File: config.mk
export PLATFORM = sky130hd
export DESIGN_NAME = instr_enc_flat
export DESIGN_NICKNAME = d
export VERILOG_FILES = /design/src/rtl/instr_enc_pkg.sv /design/src/rtl/instr_enc_if.sv /design/src/rtl/instr_pack.sv /design/src/rtl/instr_enc.sv /design/src/flat_wrapper.sv
export SDC_FILE = /design/constraint.sdc
export NUM_CORES = 1
export LEC_CHECK = 0
export CELL_PAD_IN_SITES_DETAIL_PLACEMENT = 2
export CELL_PAD_IN_SITES_GLOBAL_PLACEMENT = 2
export CORE_MARGIN = 4
export CORE_UTILIZATION = 25
export CTS_CLUSTER_DIAMETER = 100
export DETAILED_ROUTE_END_ITERATION = 8
export PLACE_DENSITY_LB_ADDON = 0.1
export SLEW_MARGIN = 30
export SYNTH_ARGS = -nofsm -noshare
export SYNTH_HDL_FRONTEND = slang
export SYNTH_HIERARCHICAL = 1
export SYNTH_SLANG_ARGS = --single-unit
File: constraint.sdc
create_clock -name clk -period 2.2 [get_ports clk]
set_input_delay 0.44 -clock clk [delete_from_list [all_inputs] [get_ports clk]]
set_output_delay 0.44 -clock clk [all_outputs]
set_load 0.05 [all_outputs]
File: src/rtl/instr_enc_pkg.sv
// instr_enc shared package: formats, opcodes, S1 bundle.
// Range helper exists only with INSTR_ENC_RANGE_CHECK_EN.
package instr_enc_pkg;

  localparam int DW = 64;
  localparam int IW = 32;

  localparam logic [2:0] FMT_R = 3'd0;
  localparam logic [2:0] FMT_I = 3'd1;
  localparam logic [2:0] FMT_S = 3'd2;
  localparam logic [2:0] FMT_B = 3'd3;
  localparam logic [2:0] FMT_U = 3'd4;
  localparam logic [2:0] FMT_J = 3'd5;

  localparam logic [6:0] OP_LUI    = 7'h37;
  localparam logic [6:0] OP_JAL    = 7'h6F;
  localparam logic [6:0] OP_BRANCH = 7'h63;
  localparam logic [6:0] OP_OPIMM  = 7'h13;
  localparam logic [6:0] OP_STORE  = 7'h23;

  typedef struct packed {
    logic [2:0]  fmt;
    logic [6:0]  opcode;
    logic [4:0]  rd;
    logic [4:0]  rs1;
    logic [4:0]  rs2;
    logic [2:0]  funct3;
    logic [6:0]  funct7;
    logic [31:0] imm;
    logic        rng_err;
  } s1_t;

`ifdef INSTR_ENC_RANGE_CHECK_EN
  function automatic logic sext_ok(
    input logic [DW-1:0] imm,
    input int            lsb
  );
    logic ones;
    logic zeros;
    ones  = 1'b1;
    zeros = 1'b1;
    for (int i = 0; i < DW; i++) begin
      if (i >= lsb) begin
        ones  = ones & imm[i];
        zeros = zeros & ~imm[i];
      end
    end
    return ones | zeros;
  endfunction

  function automatic logic imm_bad(
    input logic [2:0]    fmt,
    input logic [DW-1:0] imm
  );
    logic bad;
    bad = 1'b0;
    unique case (1'b1)
      fmt == FMT_I,
      fmt == FMT_S: bad = !sext_ok(imm, 11);
      fmt == FMT_B: bad = !sext_ok(imm, 12) || imm[0];
      fmt == FMT_J: bad = !sext_ok(imm, 20) || imm[0];
      fmt == FMT_U: bad = !sext_ok(imm, 31) || (|imm[11:0]);
      default:      bad = 1'b0;
    endcase
    return bad;
  endfunction
`endif

endpackage

File: src/rtl/instr_enc_if.sv
// instr_enc request/response handshake bundle.
// master drives requests, slave is the encoder.
interface instr_enc_if;
  import instr_enc_pkg::*;

  logic          in_valid;
  logic          in_ready;
  logic [2:0]    in_fmt;
  logic [6:0]    in_opcode;
  logic [4:0]    in_rd;
  logic [4:0]    in_rs1;
  logic [4:0]    in_rs2;
  logic [2:0]    in_funct3;
  logic [6:0]    in_funct7;
  logic [DW-1:0] in_imm;
  logic          out_valid;
  logic          out_ready;
  logic [IW-1:0] out_instr;
  logic          out_err;

  modport master (
    output in_valid, in_fmt, in_opcode,
    output in_rd, in_rs1, in_rs2,
    output in_funct3, in_funct7, in_imm,
    output out_ready,
    input  in_ready, out_valid,
    input  out_instr, out_err
  );

  modport slave (
    input  in_valid, in_fmt, in_opcode,
    input  in_rd, in_rs1, in_rs2,
    input  in_funct3, in_funct7, in_imm,
    input  out_ready,
    output in_ready, out_valid,
    output out_instr, out_err
  );

endinterface

File: src/rtl/instr_pack.sv
// instr_pack: combinational RV64I field packer.
// Illegal fmt yields a zero word with err set.
module instr_pack
  import instr_enc_pkg::*;
(
  input  logic [2:0]    fmt,
  input  logic [6:0]    opcode,
  input  logic [4:0]    rd,
  input  logic [4:0]    rs1,
  input  logic [4:0]    rs2,
  input  logic [2:0]    funct3,
  input  logic [6:0]    funct7,
  input  logic [31:0]   imm,
  input  logic          rng_err,
  output logic [IW-1:0] instr,
  output logic          err
);

  always_comb begin
    instr = '0;
    err   = rng_err;
    unique case (1'b1)
      fmt == FMT_R:
        instr = {funct7, rs2, rs1,
                 funct3, rd, opcode};
      fmt == FMT_I:
        instr = {imm[11:0], rs1,
                 funct3, rd, opcode};
      fmt == FMT_S:
        instr = {imm[11:5], rs2, rs1,
                 funct3, imm[4:0], opcode};
      fmt == FMT_B:
        instr = {imm[12], imm[10:5],
                 rs2, rs1, funct3,
                 imm[4:1], imm[11], opcode};
      fmt == FMT_U:
        instr = {imm[31:12], rd, opcode};
      fmt == FMT_J:
        instr = {imm[20], imm[10:1],
                 imm[11], imm[19:12],
                 rd, opcode};
      default: begin
        instr = '0;
        err   = 1'b1;
      end
    endcase
  end

endmodule

File: src/rtl/instr_enc.sv
// instr_enc: two-stage RV64I instruction encoder.
// INSTR_ENC_RANGE_CHECK_EN adds immediate range errors.
module instr_enc
  import instr_enc_pkg::*;
(
  input  logic        clk,
  input  logic        rst,
  instr_enc_if.slave  bus,
  output logic [15:0] enc_cnt
);

  s1_t           s1_d;
  s1_t           s1_q;
  logic          s1_valid;
  logic          s2_valid;
  logic          s1_adv;
  logic [IW-1:0] pk_instr;
  logic          pk_err;

  assign s1_adv       = !s2_valid || bus.out_ready;
  assign bus.in_ready = !s1_valid || s1_adv;
  assign bus.out_valid = s2_valid;

  always_comb begin
    s1_d        = '0;
    s1_d.fmt    = bus.in_fmt;
    s1_d.opcode = bus.in_opcode;
    s1_d.rd     = bus.in_rd;
    s1_d.rs1    = bus.in_rs1;
    s1_d.rs2    = bus.in_rs2;
    s1_d.funct3 = bus.in_funct3;
    s1_d.funct7 = bus.in_funct7;
    s1_d.imm    = bus.in_imm[31:0];
`ifdef INSTR_ENC_RANGE_CHECK_EN
    s1_d.rng_err = imm_bad(bus.in_fmt, bus.in_imm);
`else
    s1_d.rng_err = 1'b0;
`endif
  end

`ifndef INSTR_ENC_RANGE_CHECK_EN
  // upper immediate bits only matter to the range check
  logic unused_imm_hi;
  assign unused_imm_hi = ^bus.in_imm[DW-1:32];
`endif

  always_ff @(posedge clk) begin
    if (rst) begin
      s1_valid <= 1'b0;
      s1_q     <= '0;
    end else if (bus.in_ready) begin
      s1_valid <= bus.in_valid;
      if (bus.in_valid)
        s1_q <= s1_d;
    end
  end

  instr_pack u_pack (
    .fmt     (s1_q.fmt),
    .opcode  (s1_q.opcode),
    .rd      (s1_q.rd),
    .rs1     (s1_q.rs1),
    .rs2     (s1_q.rs2),
    .funct3  (s1_q.funct3),
    .funct7  (s1_q.funct7),
    .imm     (s1_q.imm),
    .rng_err (s1_q.rng_err),
    .instr   (pk_instr),
    .err     (pk_err)
  );

  always_ff @(posedge clk) begin
    if (rst) begin
      s2_valid      <= 1'b0;
      bus.out_instr <= '0;
      bus.out_err   <= 1'b0;
    end else if (s1_adv) begin
      s2_valid <= s1_valid;
      if (s1_valid) begin
        bus.out_instr <= pk_instr;
        bus.out_err   <= pk_err;
      end
    end
  end

  always_ff @(posedge clk) begin
    if (rst)
      enc_cnt <= '0;
    else if (s2_valid && bus.out_ready)
      enc_cnt <= enc_cnt + 16'd1;
  end

endmodule
File: src/flat_wrapper.sv
// flat-port wrapper written by rule: the top's interface ports become plain ports
module instr_enc_flat import instr_enc_pkg::*;
  (clk, rst, enc_cnt, bus_in_valid, bus_in_fmt, bus_in_opcode, bus_in_rd, bus_in_rs1, bus_in_rs2, bus_in_funct3, bus_in_funct7, bus_in_imm, bus_out_ready, bus_in_ready, bus_out_valid, bus_out_instr, bus_out_err);
  instr_enc_if bus_i ();
  input  logic clk;
  input  logic rst;
  output logic [15:0] enc_cnt;
  input wire logic [$bits(bus_i.in_valid)-1:0] bus_in_valid;
  input wire logic [$bits(bus_i.in_fmt)-1:0] bus_in_fmt;
  input wire logic [$bits(bus_i.in_opcode)-1:0] bus_in_opcode;
  input wire logic [$bits(bus_i.in_rd)-1:0] bus_in_rd;
  input wire logic [$bits(bus_i.in_rs1)-1:0] bus_in_rs1;
  input wire logic [$bits(bus_i.in_rs2)-1:0] bus_in_rs2;
  input wire logic [$bits(bus_i.in_funct3)-1:0] bus_in_funct3;
  input wire logic [$bits(bus_i.in_funct7)-1:0] bus_in_funct7;
  input wire logic [$bits(bus_i.in_imm)-1:0] bus_in_imm;
  input wire logic [$bits(bus_i.out_ready)-1:0] bus_out_ready;
  output wire logic [$bits(bus_i.in_ready)-1:0] bus_in_ready;
  output wire logic [$bits(bus_i.out_valid)-1:0] bus_out_valid;
  output wire logic [$bits(bus_i.out_instr)-1:0] bus_out_instr;
  output wire logic [$bits(bus_i.out_err)-1:0] bus_out_err;
  assign bus_i.in_valid = bus_in_valid;
  assign bus_i.in_fmt = bus_in_fmt;
  assign bus_i.in_opcode = bus_in_opcode;
  assign bus_i.in_rd = bus_in_rd;
  assign bus_i.in_rs1 = bus_in_rs1;
  assign bus_i.in_rs2 = bus_in_rs2;
  assign bus_i.in_funct3 = bus_in_funct3;
  assign bus_i.in_funct7 = bus_in_funct7;
  assign bus_i.in_imm = bus_in_imm;
  assign bus_i.out_ready = bus_out_ready;
  assign bus_in_ready = bus_i.in_ready;
  assign bus_out_valid = bus_i.out_valid;
  assign bus_out_instr = bus_i.out_instr;
  assign bus_out_err = bus_i.out_err;
  instr_enc u_core (.clk(clk), .rst(rst), .bus(bus_i), .enc_cnt(enc_cnt));
endmodule
==> out/qor.csv, run 1 <==
stage,metric,value,unit
run_status,status,"complete, no violations",
global_routing,initial antenna violation count,0,
power,Logic pwr share,10.5,%
power,worst vdd ir,0.000524,V
power,Leakage Power,2.50,nW
sta,RSZ-0062 raised after global routing,no,
setup_path,slowest CP cell,clkdlybuf4s50_1,
floorplan,starting density of the core,25.5,%
setup_path,r2r startpoint,u_core/enc_cnt[6],
sta,setup tns final,0,ns
final_layout,"commonest non-fill, non-tap cell in the layout",nand2_1,
yosys,Seq cells post-synth,118,
clock_tree,clk_lat worst skew,0.41,ns
detailed_routing,Total Wirelength,16300,um
yosys,post-synth cell types,45,
sta,actual slew at the worst max-slew pin,0.599,ns
final_layout,# nets final,837,
clock_tree,clock tree buffer depth,2,
detailed_routing,Residual DRC,0,
detailed_routing,1st-pass router iterations,4,
yosys,sequential share of the synthesized area,49.6,%
power,P_sw,0.00137,W
min_path,Hold Startpoint,u_core/s1_q[62],
power,Internal Power,0.00426,W
setup_path,CP Capture Type,output port,
detailed_routing,drt wl/cell,16.7,um
power,clock power share,48.8,%
detailed_routing,First DRT Iteration DRCs,156,
sta,Fin Clk Skew,0.00342,ns
yosys,number of flops mapped to enable cells by yosys,0,
floorplan,DIE AREA,21300,um2
sta,final slew viol count,0,
job,max_cap viols,0,
global_routing,GR peak layer,met2,
global_routing,largest net degree at the start of global routing,68,
yosys,YS warnings,6,
final_layout,area delta synth->final,44.6,%
setup_path,crit path cell chain,clkdlybuf4s50_1,
global_routing,first-pass GRT wire length,26800,um
setup_path,CP bufs+invs,1,
yosys,post-synth design cell area,4770,um2
final_layout,FILL cells,2088,
global_routing,vias in the first global route,5050,
setup_path,CP required,1.76,ns
yosys,Mapped Cells,617,
final_layout,post-layout util,36.9,%
detailed_routing,Via density,4.71,
global_routing,total congestion overflow,0,
final_layout,layout cells sized above 1,8.86,%
global_routing,routing usage on met2,27.7,%
sta,fin crit period,2.12,ns
global_routing,global routing usage on met3,3.45,%
setup_path,Crit Path Class,register to output port,
power,Pwr Density,816,nW/um2
global_routing,global routing usage on met1,18.8,%
clock_tree,Post-CTS Hold Buffers,0,
global_routing,Global Route Usage Sum,15.6,%
clock_tree,total CTS buffers,17,
floorplan,I/O pin count,154,
yosys,ys flop type,dfxtp_1,
sta,final hold vios,0,
yosys,Mapped Avg Cell Area,7.73,um2
power,Sw Ratio,24.3,%
final_layout,post-route cell area,6890,um2
floorplan,Die Ht,146,um
place,I/O Buffers,121,
setup_path,CP arrival,1.68,ns
setup_path,CP Launch Type,register,
floorplan,chip width,146,um
setup_path,"delay-heaviest family, CP",buffers and inverters,
setup_path,worst-path fanout max,6,
yosys,syn nets,721,
min_path,Hold Path Class,register to register,
clock_tree,Clock Sinks,118,
clock_tree,H-tree levels,4,
place,DP Area,6300,um2
setup_path,Critical Path Source,u_core/enc_cnt[3],
final_layout,Diodes inserted,0,
yosys,async set or reset register ratio after synthesis,0,%
detailed_routing,antenna-violating nets left,0,
clock_tree,CTS tree,done,
final_layout,most frequent cells in the layout,"nand2_1 (217), clkdlybuf4s50_1 (117), dfxtp_1 (117)",
place,routability cong.,0.715,
sta,Worst slew margin,60.0,%
setup_path,Worst path max stage delay,0.85,ns
sta,"Period Utilization, post-route",96.5,%
sta,Achievable Freq,471,MHz
detailed_routing,via count,4613,
place,DP HPWL,11400,um
clock_tree,Worst-path clk slew,0.06,ns
floorplan,Core ar.,18700,um2
power,sequential share of power,40.7,%
clock_tree,Root Driver,clkbuf_16,
floorplan,Rows,50,
sta,Setup-failing EPs final,0,
[what timing repair did]
action / CTS / global route
setup buffers: 0 / 0
endpoints found under the hold margin: 0 / 0
setup endpoints to repair: 0 / 2
gates resized for setup: 0 / 2
[cell type report]
cell class	instances	area, um2	share of cell area [%]
Multi-Input combinational cell	443	2190	31.7
Timing Repair Buffer	140	1420	20.5
Clock buffer	22	484	7.02
Clock inverter	9	100	1.45
Sequential cell	118	2360	34.3
Inverter	13	48.8	0.708
Tap cell	234	293	4.25
[synthesized netlist by cell type (3+ instances only)]
library cell	number	area [um2]
buf_1	5	18.8
clkbuf_1	28	105
a21oi_1	109	546
o22ai_1	7	43.8
nand2_1	218	818
o21ai_0	9	45.0
nand3_1	5	25.0
a22o_1	5	43.8
dfxtp_1	118	2360
nor2_1	16	60.1
nand4_1	3	18.8
nor3_1	3	15.0
xnor2_1	5	43.8
o2bb2ai_1	5	43.8
and2_1	7	43.8
inv_1	12	45.0
xor2_1	6	52.6
a22oi_1	17	128
buf_2	6	30.0
[per-layer routing]
layer  vias to the layer above  share of wire (%)
met3                        18                3.2
li1                       2283                  -
met4                         0                1.3
met2                        82                 51
met5                         -                  0
met1                      2230                 45
[logic make-up (layout without fill, tap and decap cells)]
group,Yosys count,in the layout,share of synthesized area (%)
xor gates and xnor gates,11,11,2.02
muxes,4,4,0.892
other,1,1,0.0787
adders and majority gates,1,1,0.262
and+or+nand+nor,269,269,23.5
buffers and inverters,56,184,5.04
AOI/OAI and AO/OA,157,157,18.6
DFF,118,118,49.6
[state kept, by name, summed over array words and instances (netlist names)]
signal	count
u_core/bus.out_instr	32
u_core/s1_valid	1
u_core/bus.out_valid	1
u_core/s1_q	67
u_core/bus.out_err	1
u_core/enc_cnt	16
[stage by stage]
stage / worst slack [ns] / power (W) / instances / hold WS [ns]
after detailed placement: 0.0472 / 0.00294 / 948 / 0.449
after global routing: 0.00710 / 0.00589 / 979 / 0.471
after floorplan: 0.164 / 0.00264 / 617 / 0.432
final: 0.0764 / 0.00563 / 979 / 0.455
after global placement: 0.109 / 0.00292 / 948 / 0.437
after CTS: 0.0191 / 0.00573 / 979 / 0.445
[final timing paths]
check | cells after the start | slack, ns | to
setup / recovery | 1 | 0.08 | enc_cnt[3]
hold / removal | 2 | 0.45 | u_core/s1_q[62]
setup reg to reg | 4 | 0.39 | u_core/enc_cnt[15]
hold reg to reg | 2 | 0.45 | u_core/s1_q[62]
[power groups by stage]
stage	sequential [W]	clock [W]	combinational (W)
floorplan	0.00238	0	0.000260
global placement	0.00234	0	0.000585
detailed placement	0.00234	0	0.000601
CTS	0.00229	0.00283	0.000604
global route	0.00231	0.00293	0.000654
finish	0.00229	0.00275	0.000590
No activity file was read; power rests on OpenSTA's default activity.
==> run 2, diff against run 1 <==
CORE_MARGIN = 5   (was 4)
PLACE_DENSITY = 0.8   (was not set)
PLACE_DENSITY_LB_ADDON = not set   (was 0.1)
==> out/qor.csv, run 2 (synthesis results as in run 1) <==
stage,metric,value,unit
final_layout,area delta synth->final,45.7,%
setup_path,worst-path fanout max,6,
setup_path,Crit Path Class,register to output port,
sta,Achievable Freq,471,MHz
clock_tree,Worst-path clk slew,0.05,ns
setup_path,CP Launch Type,register,
setup_path,CP arrival,1.68,ns
place,DP HPWL,12700,um
floorplan,Rows,50,
floorplan,DIE AREA,21900,um2
detailed_routing,drt wl/cell,17.8,um
final_layout,max reg flops,67,
final_layout,post-route cell area,6950,um2
detailed_routing,antenna-violating nets left,0,
final_layout,FILL cells,2079,
clock_tree,post-cts sizing count,1,
final_layout,Finished Layout Cells,979,
detailed_routing,First DRT Iteration DRCs,177,
power,clock power share,50.5,%
place,routability cong.,0.784,
clock_tree,total CTS buffers,17,
final_layout,# nets final,836,
sta,final slew viol count,0,
job,max_cap viols,0,
global_routing,largest net degree at the start of global routing,50,
power,Sw Ratio,23.6,%
power,P_sw,0.00138,W
detailed_routing,Via density,4.75,
place,I/O Buffers,121,
setup_path,crit path cell chain,clkdlybuf4s50_1,
global_routing,routing usage on met2,28.1,%
sta,fin crit period,2.12,ns
sta,Fin Clk Skew,0.00712,ns
global_routing,global routing usage on met3,3.20,%
sta,Setup-failing EPs final,0,
setup_path,CP required,1.76,ns
setup_path,CP bufs+invs,1,
power,Logic pwr share,10.3,%
global_routing,vias in the first global route,5148,
global_routing,initial antenna violation count,0,
power,sequential share of power,39.2,%
sta,Final WS setup,0.0790,ns
setup_path,"delay-heaviest family, CP",buffers and inverters,
clock_tree,Post-CTS Hold Buffers,0,
sta,Worst slew margin,60.5,%
sta,final hold vios,0,
detailed_routing,Total Wirelength,17400,um
clock_tree,CTS tree,done,
final_layout,register area,2360,um2
clock_tree,Clock Sinks,118,
final_layout,multi-input logic area,2180,um2
sta,"Period Utilization, post-route",96.4,%
place,Place WS,-0.0512,ns
global_routing,total congestion overflow,0,
clock_tree,clock tree buffer depth,2,
floorplan,Die Ht,148,um
setup_path,Worst path max stage delay,0.86,ns
final_layout,most frequent cells in the layout,"nand2_1 (217), dfxtp_1 (117), clkdlybuf4s50_1 (115)",
power,Pwr Density,843,nW/um2
power,total power draw,0.00585,W
final_layout,layout cells sized above 1,8.46,%
detailed_routing,1st-pass router iterations,4,
place,DP Area,6310,um2
floorplan,starting density of the core,25.4,%
floorplan,Core ar.,18800,um2
setup_path,CP Capture Type,output port,
setup_path,slowest CP cell,clkdlybuf4s50_1,
run_status,status,"complete, no violations",
final_layout,"commonest non-fill, non-tap cell in the layout",nand2_1,
detailed_routing,via count,4652,
power,Internal Power,0.00447,W
global_routing,GR peak layer,met2,
min_path,Hold Path Class,register to register,
clock_tree,H-tree levels,4,
global_routing,first-pass GRT wire length,28000,um
global_routing,Global Route Usage Sum,16.1,%
global_routing,global routing usage on met1,19.9,%
clock_tree,clk_lat worst skew,0.41,ns
final_layout,post-layout util,37.0,%
clock_tree,Root Driver,clkbuf_16,
power,worst vdd ir,0.000620,V
final_layout,Diodes inserted,0,
floorplan,chip width,148,um
sta,actual slew at the worst max-slew pin,0.592,ns
floorplan,I/O pin count,154,
final_layout,largest registers,"u_core/s1_q x67, u_core/bus.out_instr x32, u_core/enc_cnt x16",
power,Leakage Power,2.55,nW
clock_tree,Setup Buffers After CTS,0,
detailed_routing,Residual DRC,0,
place,post-placement cell count,947,
final_layout,Biggest register,u_core/s1_q,
run 2: cell count changes in the layout (fill, tap and decap cells not counted), moves of 2 or more:
cell / before / now
buf_4: 16 / 13
buf_12: 5 / 7
bufinv_16: 2 / 4
clkbuf_1: 1 / 3
clkdlybuf4s50_1: 117 / 115
run 2: metal layers:
layer	part of all wire (%)	vias to the layer above	wire, um
met1	45	2271	7860
met2	50	87	8690
li1	-	2276	-
met4	1.5	0	257
met3	3.3	18	569
met5	0	-	0
run 2: metrics by stage:
step                      hold WS, ns   TNS, ns
final                           0.454         0
after global routing            0.482  -0.00177
after CTS                       0.458         0
after detailed placement        0.451   -0.0512
after global placement          0.439         0
after floorplan                 0.432         0
run 2: worst paths after layout:
path                            slack (ns)  depth (start not counted)               start                 end
worst max-delay path                  0.08                          1  u_core/enc_cnt[13]         enc_cnt[13]
worst min-delay path                  0.45                          2     u_core/s1_q[41]     u_core/s1_q[41]
worst min register to register        0.45                          2     u_core/s1_q[41]     u_core/s1_q[41]
worst max register to register        0.25                          4   u_core/enc_cnt[6]  u_core/enc_cnt[15]
run 2: worst register-to-register path, stage by stage (launching register included):
cell     delay, ns
dfxtp_1       0.46
nand4_2       0.21
or3_4         0.43
or4_1         0.55
a21oi_1       0.21
run 2: power by group through the flow:
stage / clock network (W) / logic, W / registers (W)
final: 0.00295 / 0.000602 / 0.00230
after global routing: 0.00313 / 0.000654 / 0.00231
after CTS: 0.00302 / 0.000609 / 0.00230
after detailed placement: 0 / 0.000602 / 0.00234
after global placement: 0 / 0.000582 / 0.00233
after floorplan: 0 / 0.000260 / 0.00238
run 2: area by class of cell:
class / count / share of cell area (%)
clock buffer: 23 / 6.88
clock inverter: 9 / 2.13
inverter: 13 / 0.702
multi-input combinational: 443 / 31.4
sequential: 118 / 34.0
tap: 234 / 4.21
timing repair buffer: 139 / 20.7
==> run 3, diff against run 2 <==
--- a/config.mk
+++ b/config.mk
@@ -7,2 +7,3 @@
 export LEC_CHECK = 0
+export CAP_MARGIN = 15
 export CELL_PAD_IN_SITES_DETAIL_PLACEMENT = 2
==> constraint.sdc (replaced) <==
create_clock -name clk -period 2.2 [get_ports clk]
set_input_delay 0.22 -clock clk [delete_from_list [all_inputs] [get_ports clk]]
set_output_delay 0.22 -clock clk [all_outputs]
set_load 0.02 [all_outputs]
==> out/qor.csv, run 3 (synthesis results as in run 1) <==
stage,metric,value,unit
setup_path,Reg-to-Reg End,u_core/enc_cnt[15],
setup_path,slowest CP cell,clkdlybuf4s50_1,
clock_tree,clock tree buffer depth,2,
detailed_routing,First DRT Iteration DRCs,197,
floorplan,I/O pin count,154,
clock_tree,post-cts sizing count,0,
final_layout,"commonest non-fill, non-tap cell in the layout",nand2_1,
setup_path,CP arrival,1.66,ns
global_routing,initial antenna violation count,0,
setup_path,CP Capture Type,output port,
detailed_routing,via count,4532,
setup_path,critical path depth,3,
power,P_sw,0.00133,W
final_layout,area delta synth->final,44.3,%
detailed_routing,antenna-violating nets left,0,
place,DP HPWL,12100,um
final_layout,largest registers,"u_core/s1_q x67, u_core/bus.out_instr x32, u_core/enc_cnt x16",
clock_tree,total CTS buffers,17,
clock_tree,Post-CTS Hold Buffers,0,
place,I/O Buffers,121,
detailed_routing,drt wl/cell,17.3,um
sta,Worst slew margin,59.2,%
power,Pwr Density,851,nW/um2
floorplan,Rows,50,
final_layout,most frequent cells in the layout,"nand2_1 (217), clkdlybuf4s50_1 (120), dfxtp_1 (118)",
sta,Achievable Freq,533,MHz
sta,setup tns final,0,ns
clock_tree,Clock Sinks,118,
detailed_routing,1st-pass router iterations,4,
setup_path,Crit Path Class,input pin to output port,
clock_tree,Setup Buffers After CTS,0,
sta,final hold vios,0,
place,post-placement cell count,941,
power,clock power share,51.5,%
final_layout,layout cells sized above 1,7.58,%
detailed_routing,Via density,4.66,
job,max_cap viols,0,
sta,Fin Clk Skew,0.00672,ns
setup_path,CP endpoint,bus_in_ready,
setup_path,Worst path most repeated cell,clkdlybuf4s50_1,
setup_path,CP required,1.98,ns
sta,Setup-failing EPs final,0,
setup_path,Critical Path Source,bus_out_ready,
power,Logic pwr share,9.3,%
power,sequential share of power,39.2,%
power,Sw Ratio,22.7,%
setup_path,Worst path max stage delay,0.64,ns
sta,actual slew at the worst max-slew pin,0.611,ns
final_layout,Diodes inserted,0,
setup_path,flop2flop setup slack,0.35,ns
clock_tree,CTS tree,done,
detailed_routing,Total Wirelength,16800,um
global_routing,Global Route Usage Sum,15.6,%
global_routing,total congestion overflow,0,
final_layout,Biggest register,u_core/s1_q,
final_layout,# nets final,830,
setup_path,worst-path fanout max,6,
global_routing,first-pass GRT wire length,27200,um
global_routing,vias in the first global route,5032,
clock_tree,Root Driver,clkbuf_16,
setup_path,CP Launch Type,input pin,
setup_path,R2R depth,4,
clock_tree,H-tree levels,4,
final_layout,max reg flops,67,
power,worst vdd ir,0.000526,V
floorplan,Die Ht,148,um
floorplan,DIE AREA,21900,um2
setup_path,crit path cell chain,"clkdlybuf4s50_1, nand3b_1, clkdlybuf4s50_1",
min_path,Hold Path Class,input pin to register,
sta,"Period Utilization, post-route",85.3,%
run_status,status,"complete, no violations",
power,total power draw,0.00585,W
power,Leakage Power,2.45,nW
setup_path,"delay-heaviest family, CP",buffers and inverters,
floorplan,Core ar.,18800,um2
setup_path,CP bufs+invs,2,
place,routability cong.,0.714,
sta,final slew viol count,0,
power,Internal Power,0.00452,W
floorplan,chip width,148,um
sta,fin crit period,1.88,ns
global_routing,largest net degree at the start of global routing,68,
floorplan,starting density of the core,25.4,%
clock_tree,Worst-path clk slew,0.05,ns
clock_tree,clk_lat worst skew,0.41,ns
sta,RSZ-0062 raised after global routing,no,
final_layout,Finished Layout Cells,973,
detailed_routing,Residual DRC,0,
setup_path,r2r startpoint,u_core/enc_cnt[7],
## run 3: area by class of cell
cell class | instances | area [um2]
well taps | 234 | 293
multi-input cells | 443 | 2180
flip-flops and latches | 118 | 2360
repair buffers | 133 | 1350
inverters | 13 | 48.8
clock buffers | 24 | 502
fillers | 2109 | 11900
clock inverters | 8 | 143
## run 3: metrics by stage
| stage | cell area (um2) | utilization, % | setup WS (ns) | hold slack, ns |
|---|---|---|---|---|
| floorplan | 4770 | - | 0.425 | 0.356 |
| global placement | 6230 | 33.2 | 0.234 | 0.439 |
| detailed placement | 6230 | 33.2 | 0.135 | 0.450 |
| CTS | 6880 | 36.6 | 0.311 | 0.202 |
| global route | 6880 | 36.6 | 0.257 | 0.224 |
| finish | 6880 | 36.6 | 0.322 | 0.224 |
## run 3: worst min path at each step
| stage | start | end | slack, ns | cells past startpoint |
|---|---|---|---|---|
| after floorplan | bus_in_opcode[0] | u_core/s1_q[58] | 0.36 | 2 |
| after global placement | u_core/s1_q[64] | u_core/s1_q[64] | 0.44 | 2 |
| after detailed placement | u_core/s1_q[19] | u_core/s1_q[19] | 0.45 | 2 |
| after CTS | rst | u_core/bus.out_valid | 0.20 | 2 |
| after global routing | rst | u_core/bus.out_valid | 0.22 | 2 |
| final | rst | u_core/bus.out_valid | 0.22 | 2 |
## run 3: routing by layer
metal | global-route usage [%] | wire length [um] | vias to the layer above
li1 | - | - | 2266
met2 | 26.6 | 8300 | 74
met3 | 3.17 | 508 | 18
met4 | 5.36 | 291 | 0
met1 | 19.6 | 7690 | 2174
met5 | 0 | 0 | -
## run 3: power groups by stage
| stage | clock network (W) | logic (W) | registers [W] |
|---|---|---|---|
| final | 0.00302 | 0.000542 | 0.00229 |
| after CTS | 0.00309 | 0.000550 | 0.00230 |
| after floorplan | 0 | 0.000260 | 0.00233 |
| after global placement | 0 | 0.000531 | 0.00233 |
| after detailed placement | 0 | 0.000544 | 0.00234 |
| after global routing | 0.00318 | 0.000596 | 0.00231 |
